**config.mk**
```make
export PLATFORM = sky130hd
export DESIGN_NAME = adc_axis_packer
export DESIGN_NICKNAME = d
export VERILOG_FILES = /design/src/rtl/acq_pkg.sv /design/src/rtl/axis_sync_fifo.sv /design/src/rtl/adc_axis_packer.sv
export SDC_FILE = /design/constraint.sdc
export NUM_CORES = 2
export LEC_CHECK = 0
export BUFFER_PORTS_ARGS = -buffer_cell sky130_fd_sc_hd__buf_2
export CAP_MARGIN = 10
export CORE_UTILIZATION = 30
export DETAILED_ROUTE_END_ITERATION = 8
export PLACE_DENSITY_LB_ADDON = 0.1
export REMOVE_ABC_BUFFERS = 1
export SLEW_MARGIN = 30
export SYNTH_ARGS = -nofsm -noshare
export SYNTH_HDL_FRONTEND = slang
export SYNTH_SLANG_ARGS = --single-unit
```
**constraint.sdc**
```tcl
create_clock -name Clk100M -period 7.8 [get_ports Clk100M]
set_clock_uncertainty 0.05 [all_clocks]
set_input_delay 1.56 -clock Clk100M [delete_from_list [all_inputs] [get_ports Clk100M]]
set_output_delay 1.56 -clock Clk100M [all_outputs]
set_load 0.02 [all_outputs]
```
**src/rtl/acq_pkg.sv**
```systemverilog
// Shared widths and the round-tracking state type for the ADC acquisition path.
package acq_pkg;
  localparam int ADC_W  = 16;
  localparam int LANES  = 4;
  localparam int AXIS_W = 64;
  localparam int KEEP_W = 8;
  localparam int LANE_W = $clog2(LANES);
  localparam int LANE_KEEP = KEEP_W / LANES;

  typedef enum logic {
    RND_IDLE,
    RND_ACTIVE
  } round_state_t;
endpackage

```
**src/rtl/axis_sync_fifo.sv**
```systemverilog
// Single-clock FIFO with wrap-bit pointers; exposes the head and the entry behind it so the
// consumer can refill its output register on the same edge it pops.
module axis_sync_fifo #(
  parameter int W     = 73,
  parameter int DEPTH = 16
) (
  input  logic                     Clk100M,
  input  logic                     Rst_n,
  input  logic                     i_push,
  input  logic                     i_pop,
  input  logic [W-1:0]             i_wrData,
  output logic [W-1:0]             o_head,
  output logic [W-1:0]             o_next,
  output logic                     o_full,
  output logic                     o_empty,
  output logic [$clog2(DEPTH):0]   o_count
);
  localparam int AW = $clog2(DEPTH);

  logic [W-1:0]  r_mem [DEPTH];
  logic [AW:0]   r_wrPtr;
  logic [AW:0]   r_rdPtr;
  logic          w_wrEn;
  logic          w_rdEn;
  logic [AW-1:0] w_rdNext;

  assign o_full   = (r_wrPtr[AW] != r_rdPtr[AW]) && (r_wrPtr[AW-1:0] == r_rdPtr[AW-1:0]);
  assign o_empty  = (r_wrPtr == r_rdPtr);
  assign o_count  = r_wrPtr - r_rdPtr;
  assign w_rdEn   = i_pop & ~o_empty;
  // A full FIFO still takes a write when the slot is freed by a pop on the same edge.
  assign w_wrEn   = i_push & (~o_full | w_rdEn);
  assign w_rdNext = r_rdPtr[AW-1:0] + AW'(1);
  assign o_head   = r_mem[r_rdPtr[AW-1:0]];
  assign o_next   = r_mem[w_rdNext];

  always_ff @(posedge Clk100M) begin
    if (w_wrEn) r_mem[r_wrPtr[AW-1:0]] <= i_wrData;
  end

  always_ff @(posedge Clk100M or negedge Rst_n) begin
    if (!Rst_n) begin
      r_wrPtr <= '0;
      r_rdPtr <= '0;
    end else begin
      if (w_wrEn) r_wrPtr <= r_wrPtr + (AW+1)'(1);
      if (w_rdEn) r_rdPtr <= r_rdPtr + (AW+1)'(1);
    end
  end
endmodule

```
**src/rtl/adc_axis_packer.sv**
```systemverilog
// Packs 16-bit ADC samples four to a 64-bit AXI-Stream beat, buffers beats against DMA
// backpressure, marks round ends with tlast and flags beats lost to a full buffer.
module adc_axis_packer
  import acq_pkg::*;
#(
  parameter int FIFO_DEPTH  = 16,
  parameter int ROUND_BEATS = 256
) (
  input  logic                               Clk100M,
  input  logic                               Rst_n,
  input  logic [ADC_W-1:0]                   ADC_Data,
  input  logic                               s_valid,
  input  logic                               s_last,
  output logic [AXIS_W-1:0]                  m_axis_tdata,
  output logic [KEEP_W-1:0]                  m_axis_tkeep,
  output logic                               m_axis_tlast,
  output logic                               m_axis_tvalid,
  input  logic                               m_axis_tready,
  input  logic                               Clear_Ovf,
  output logic                               Overflow,
  output logic                               Round_Done,
  output logic [$clog2(ROUND_BEATS+1)-1:0]   Beat_Cnt
);
  localparam int CNT_W = $clog2(ROUND_BEATS+1);
  localparam int FW    = AXIS_W + KEEP_W + 1;
  localparam int AW    = $clog2(FIFO_DEPTH);

  round_state_t      r_state, w_stateNext;
  logic [LANE_W-1:0] r_lane;
  logic [ADC_W-1:0]  r_hold [LANES];
  logic              r_pendLast;
  logic [AXIS_W-1:0] r_tdata;
  logic [KEEP_W-1:0] r_tkeep;
  logic              r_tlast;
  logic              r_tvalid;
  logic              r_ovf;
  logic              r_roundDone;
  logic [CNT_W-1:0]  r_beatCnt;

  logic [AXIS_W-1:0] w_word;
  logic [KEEP_W-1:0] w_keep;
  logic              w_wordLast;
  logic              w_pushReq;
  logic              w_pushOk;
  logic              w_drop;
  logic              w_hs;
  logic [FW-1:0]     w_fifoHead;
  logic [FW-1:0]     w_fifoNext;
  logic              w_fifoFull;
  logic              w_fifoEmpty;
  logic [AW:0]       w_fifoCount;

  assign w_pushReq  = s_valid & ((r_lane == LANE_W'(LANES-1)) | s_last);
  assign w_wordLast = s_last | r_pendLast;
  assign w_hs       = r_tvalid & m_axis_tready;
  // The output register plus the FIFO together hold FIFO_DEPTH beats, so a handshake frees a slot.
  assign w_pushOk   = w_pushReq & (~w_fifoFull | w_hs);
  assign w_drop     = w_pushReq & ~w_pushOk;

  always_comb begin
    w_word = '0;
    w_keep = '0;
    for (int i = 0; i < LANES; i++) begin
      if (i < int'(r_lane)) begin
        w_word[i*ADC_W +: ADC_W]         = r_hold[i];
        w_keep[i*LANE_KEEP +: LANE_KEEP] = '1;
      end else if (i == int'(r_lane)) begin
        w_word[i*ADC_W +: ADC_W]         = ADC_Data;
        w_keep[i*LANE_KEEP +: LANE_KEEP] = '1;
      end
    end
  end

  axis_sync_fifo #(.W(FW), .DEPTH(FIFO_DEPTH)) u_fifo (
    .Clk100M  (Clk100M),
    .Rst_n    (Rst_n),
    .i_push   (w_pushOk),
    .i_pop    (w_hs),
    .i_wrData ({w_wordLast, w_keep, w_word}),
    .o_head   (w_fifoHead),
    .o_next   (w_fifoNext),
    .o_full   (w_fifoFull),
    .o_empty  (w_fifoEmpty),
    .o_count  (w_fifoCount)
  );

  always_ff @(posedge Clk100M) begin
    if (s_valid) r_hold[r_lane] <= ADC_Data;
  end

  always_ff @(posedge Clk100M or negedge Rst_n) begin
    if (!Rst_n) begin
      r_lane     <= '0;
      r_pendLast <= 1'b0;
      r_ovf      <= 1'b0;
    end else begin
      if (s_valid) r_lane <= w_pushReq ? '0 : r_lane + LANE_W'(1);
      if (w_pushOk) r_pendLast <= 1'b0;
      else if (w_drop && w_wordLast) r_pendLast <= 1'b1;
      if (w_drop) r_ovf <= 1'b1;
      else if (Clear_Ovf) r_ovf <= 1'b0;
    end
  end

  // Output register mirrors the FIFO head; on a handshake it jumps to the entry behind it.
  always_ff @(posedge Clk100M or negedge Rst_n) begin
    if (!Rst_n) begin
      r_tdata     <= '0;
      r_tkeep     <= '0;
      r_tlast     <= 1'b0;
      r_tvalid    <= 1'b0;
      r_roundDone <= 1'b0;
      r_beatCnt   <= '0;
    end else begin
      if (!r_tvalid) begin
        if (!w_fifoEmpty) begin
          {r_tlast, r_tkeep, r_tdata} <= w_fifoHead;
          r_tvalid <= 1'b1;
        end
      end else if (w_hs) begin
        if (w_fifoCount > (AW+1)'(1)) {r_tlast, r_tkeep, r_tdata} <= w_fifoNext;
        else r_tvalid <= 1'b0;
      end
      r_roundDone <= w_hs & r_tlast;
      if (w_hs) begin
        if (r_tlast) r_beatCnt <= '0;
        else if (r_beatCnt != CNT_W'(ROUND_BEATS)) r_beatCnt <= r_beatCnt + CNT_W'(1);
      end
    end
  end

  always_ff @(posedge Clk100M or negedge Rst_n) begin
    if (!Rst_n) r_state <= RND_IDLE;
    else r_state <= w_stateNext;
  end

  always_comb begin
    w_stateNext = r_state;
    case (r_state)
      RND_IDLE:   if (s_valid && !(w_pushReq && s_last)) w_stateNext = RND_ACTIVE;
      RND_ACTIVE: if (w_pushReq && s_last) w_stateNext = RND_IDLE;
      default:    w_stateNext = RND_IDLE;
    endcase
  end

  assign m_axis_tdata  = r_tdata;
  assign m_axis_tkeep  = r_tkeep;
  assign m_axis_tlast  = r_tlast;
  assign m_axis_tvalid = r_tvalid;
  assign Overflow      = r_ovf;
  assign Round_Done    = r_roundDone;
  assign Beat_Cnt      = r_beatCnt;
endmodule

```
==> out/qor.yml <==
status: "completed"
reg2reg_slack_ns: 3.31
dieArea_um2: 187000
vdd_ir_drop_max_uv: 384
cp-start-kind: "flip-flop"
start_util: 0.303
ys_seq_area_frac: 0.656
p_per_area_nw_per_um2: 427
synth_area_um2: 55600
multi_input_area_um2: 18300
synth_top_family_by_area: "multiplexers"
dieHeight_um: 433
crit_path_end_kind: "flip-flop"
p_sw_frac: 0.362
p_seq_frac: 0.305
ios: 107
place_congestion: 0.738
hold_violations: 0
dieWidth_um: 433
synth-compound-area-share: 0.0433
place_ws_ns: 2.82
cts.htree.levels: 4
hpwl_um: 98000
numClockSinks: 1230
grt.overflow.total: 0
wl_um: 170000
clk_pin_slew_ns: 0.06
ys_warn_count: 0
nFillCells: 17000
fin_cells: 5483
rows: 157
hp-class: "reg -> reg"
r2r_end: "m_axis_tkeep[6]"
wl_per_cell_um: 31.0
cap_viol_max_count: 0
dp_cells: 5210
crit_path_max_fanout: 95
power_frac_clock: 0.247
seq_area_um2: 36500
first_pass_iters: 7
hold_end: "m_axis_tkeep[1]"
min_from: "m_axis_tkeep[1]"
synthMuxAreaShare: 0.262
grt_usage: 0.182
fmax_mhz: 223
reg2reg_from: "u_fifo.r_rdPtr[0]"
cts-buffers-inserted: 146
via_per_inst: 5.35
antenna_found_initial: 11
grt_max_degree: 125
holdPathStages: 1
port_buffers: 106
combPwrFrac: 0.449
setup_slack_ns: 3.31
drtIter0Drc: 2237
clock_path_buffers: 3
tns_ns: 0
grt_pass1_vias: 31800
synth_area_leader_cell: "edfxtp_1"
drive_above_1_share: 0.360
p_int_w: 0.0175
setup.worst_path.class: "reg -> reg"
cts_setup_buffers: 0
coreArea_um2: 184000
synth_fa_ha_area_frac: 0.00396
tightest_slew_ns: 1.04
crit_arrival_ns: 5.09
holdBufCountCts: 0
setup_violations: 0
worstRegToRegCells: 8
cellLeakagePower_nw: 20.9
fin_util: 0.350
finalMaxSlewViolations: 0
synth.top_cells.by_area: "edfxtp_1 61%, mux4_2 22%, dfrtp_1 4.2%"
critPathRequiredTime_ns: 8.40
ys_ff_latch: 1230
maxSlewHeadroom: 0.307
nets: 2935
drc: 0
vias: 29300
root_buffer: "clkbuf_16"
synthXorXnorAreaFrac: 0.00297
p_switching_w: 0.00997
syn_to_final_growth_pct: 15.7
clock_latency_ns: 0.78
ant_nets: 0
ys_types: 43
cts_tree: "yes"
fin_crit_sh: 0.575
grt_pass1_wl_um: 240000
synth-simple-area-share: 0.0130
finalCriticalPeriod_ns: 4.49
ctsResizeCount: 0
syn-mean-instance-area_um2: 20.3
synth_top_area_frac: 0.614
synthCells: 2744
rsz0062_at_grt: "false"
-- synthesized netlist by cell type --
cell type and n:
a2111oi_2 1, a21oi_1 4, a22o_1 134, a22oi_1 2
a31oi_1 1, a41oi_1 1, and2_1 20, and3_1 4
and4_1 2, buf_1 13, buf_2 92, buf_4 12
buf_6 1, buf_8 2, clkbuf_1 95, dfrtp_1 94
edfxtp_1 1136, fa_1 1, ha_1 16, inv_1 15
mux2_1 8, mux2_2 76, mux2i_1 137, mux4_2 544
nand2_1 78, nand2b_1 3, nand3_1 9, nand4_1 1
nor2_1 29, nor2b_1 3, nor3_1 5, nor4b_1 1
o21a_1 1, o21ai_0 89, o21ai_1 20, o221ai_1 67
o22a_1 1, o22ai_1 3, or2_2 3, or3_1 2
xnor2_1 9, xor2_1 8, xor2_2 1
-- registers in the layout, indices dropped and copies added (netlist names) --
name            cells
u_fifo.r_rdPtr      5
Round_Done          1
m_axis_tlast        1
m_axis_tdata       64
r_hold             48
m_axis_tvalid       1
u_fifo.r_mem     1088
m_axis_tkeep        4
Overflow            1
r_lane              2
u_fifo.r_wrPtr      5
Beat_Cnt            9
r_pendLast          1
-- layout by cell type, fill, tap and decap left out, types with 4 or more instances in the layout --
master,count
a21oi_1,4
edfxtp_1,1136
o21ai_0,86
nor2_4,16
xnor2_1,9
and2_1,17
nor3_2,4
a22o_1,134
mux2_2,76
clkbuf_1,35
dfrtp_1,92
nand2_1,77
xor2_1,8
and3_1,4
mux2_1,8
buf_16,9
clkinv_2,25
mux2i_1,137
inv_6,7
o21ai_1,22
inv_1,14
clkbuf_8,7
clkbuf_16,151
o221ai_1,67
nor2_1,13
clkinv_1,25
buf_4,91
buf_12,10
bufinv_16,12
diode_2,4
buf_2,105
nand3_1,9
ha_1,12
mux4_2,544
-- critical path, cell delays in order, from the launching register on --
cell and delay (ns):
dfrtp_4 1.01, buf_4 0.77, buf_12 0.33, buf_16 0.47, mux4_2 0.62, a22o_1 0.24
o21ai_0 0.19, o221ai_1 0.19, mux2_2 0.31
-- layout make-up --
cell class | count | share of cell area
Multi-Input combinational cell | 1284 | 0.284
Timing Repair Buffer | 219 | 0.0265
Sequential cell | 1230 | 0.567
Inverter | 15 | 0.000894
Antenna cell | 4 | 0.000156
Tap cell | 2464 | 0.0479
Clock buffer | 193 | 0.0623
Clock inverter | 74 | 0.0113
-- worst max path at each step --
stage,from,to,slack (ns),cells past startpoint
finish,u_fifo.r_rdPtr[0],m_axis_tkeep[6],3.31,8
global placement,m_axis_tready,u_fifo.r_mem[8][23],2.38,6
CTS,u_fifo.r_rdPtr[0],m_axis_tdata[26],3.02,7
floorplan,u_fifo.r_rdPtr[0],m_axis_tdata[61],-19.68,5
detailed placement,m_axis_tready,u_fifo.r_mem[4][56],2.82,6
global route,u_fifo.r_rdPtr[0],m_axis_tdata[13],2.95,9
-- kinds of logic after synthesis --
kind of cell | Yosys count
AO/OA/AOI/OAI | 324
adder cells (fa/ha/maj) | 17
flip-flops | 1230
XOR/XNOR | 18
buffers and inverters | 230
AND/OR/NAND/NOR | 160
multiplexers | 765
-- power groups by stage --
| stage | Combinational, W | Sequential, W | Clock (W) |
|---|---|---|---|
| floorplan | 0.00821 | 0.00899 | 0 |
| global placement | 0.0126 | 0.00849 | 0 |
| detailed placement | 0.0127 | 0.00852 | 0 |
| CTS | 0.0127 | 0.00839 | 0.00699 |
| global route | 0.0133 | 0.00845 | 0.00721 |
| finish | 0.0123 | 0.00838 | 0.00678 |
-- metal layers --
metal / track usage / vias to the layer above / wire, um
li1: - / 12200 / -
met1: 0.237 / 16100 / 72400
met2: 0.308 / 799 / 84600
met3: 0.0334 / 241 / 8020
met4: 0.0585 / 0 / 4870
met5: 0 / - / 0
-- metrics by stage --
stage / power, W / cell area, um^2 / hold WS (ns)
final: 0.0275 / 64300 / 0.437
after CTS: 0.0281 / 64300 / 0.450
after floorplan: 0.0172 / 54600 / 0.404
after global placement: 0.0211 / 59300 / 0.415
after detailed placement: 0.0212 / 59500 / 0.431
after global routing: 0.0289 / 64300 / 0.463
Note: power is estimated with default switching activity, not from simulation.
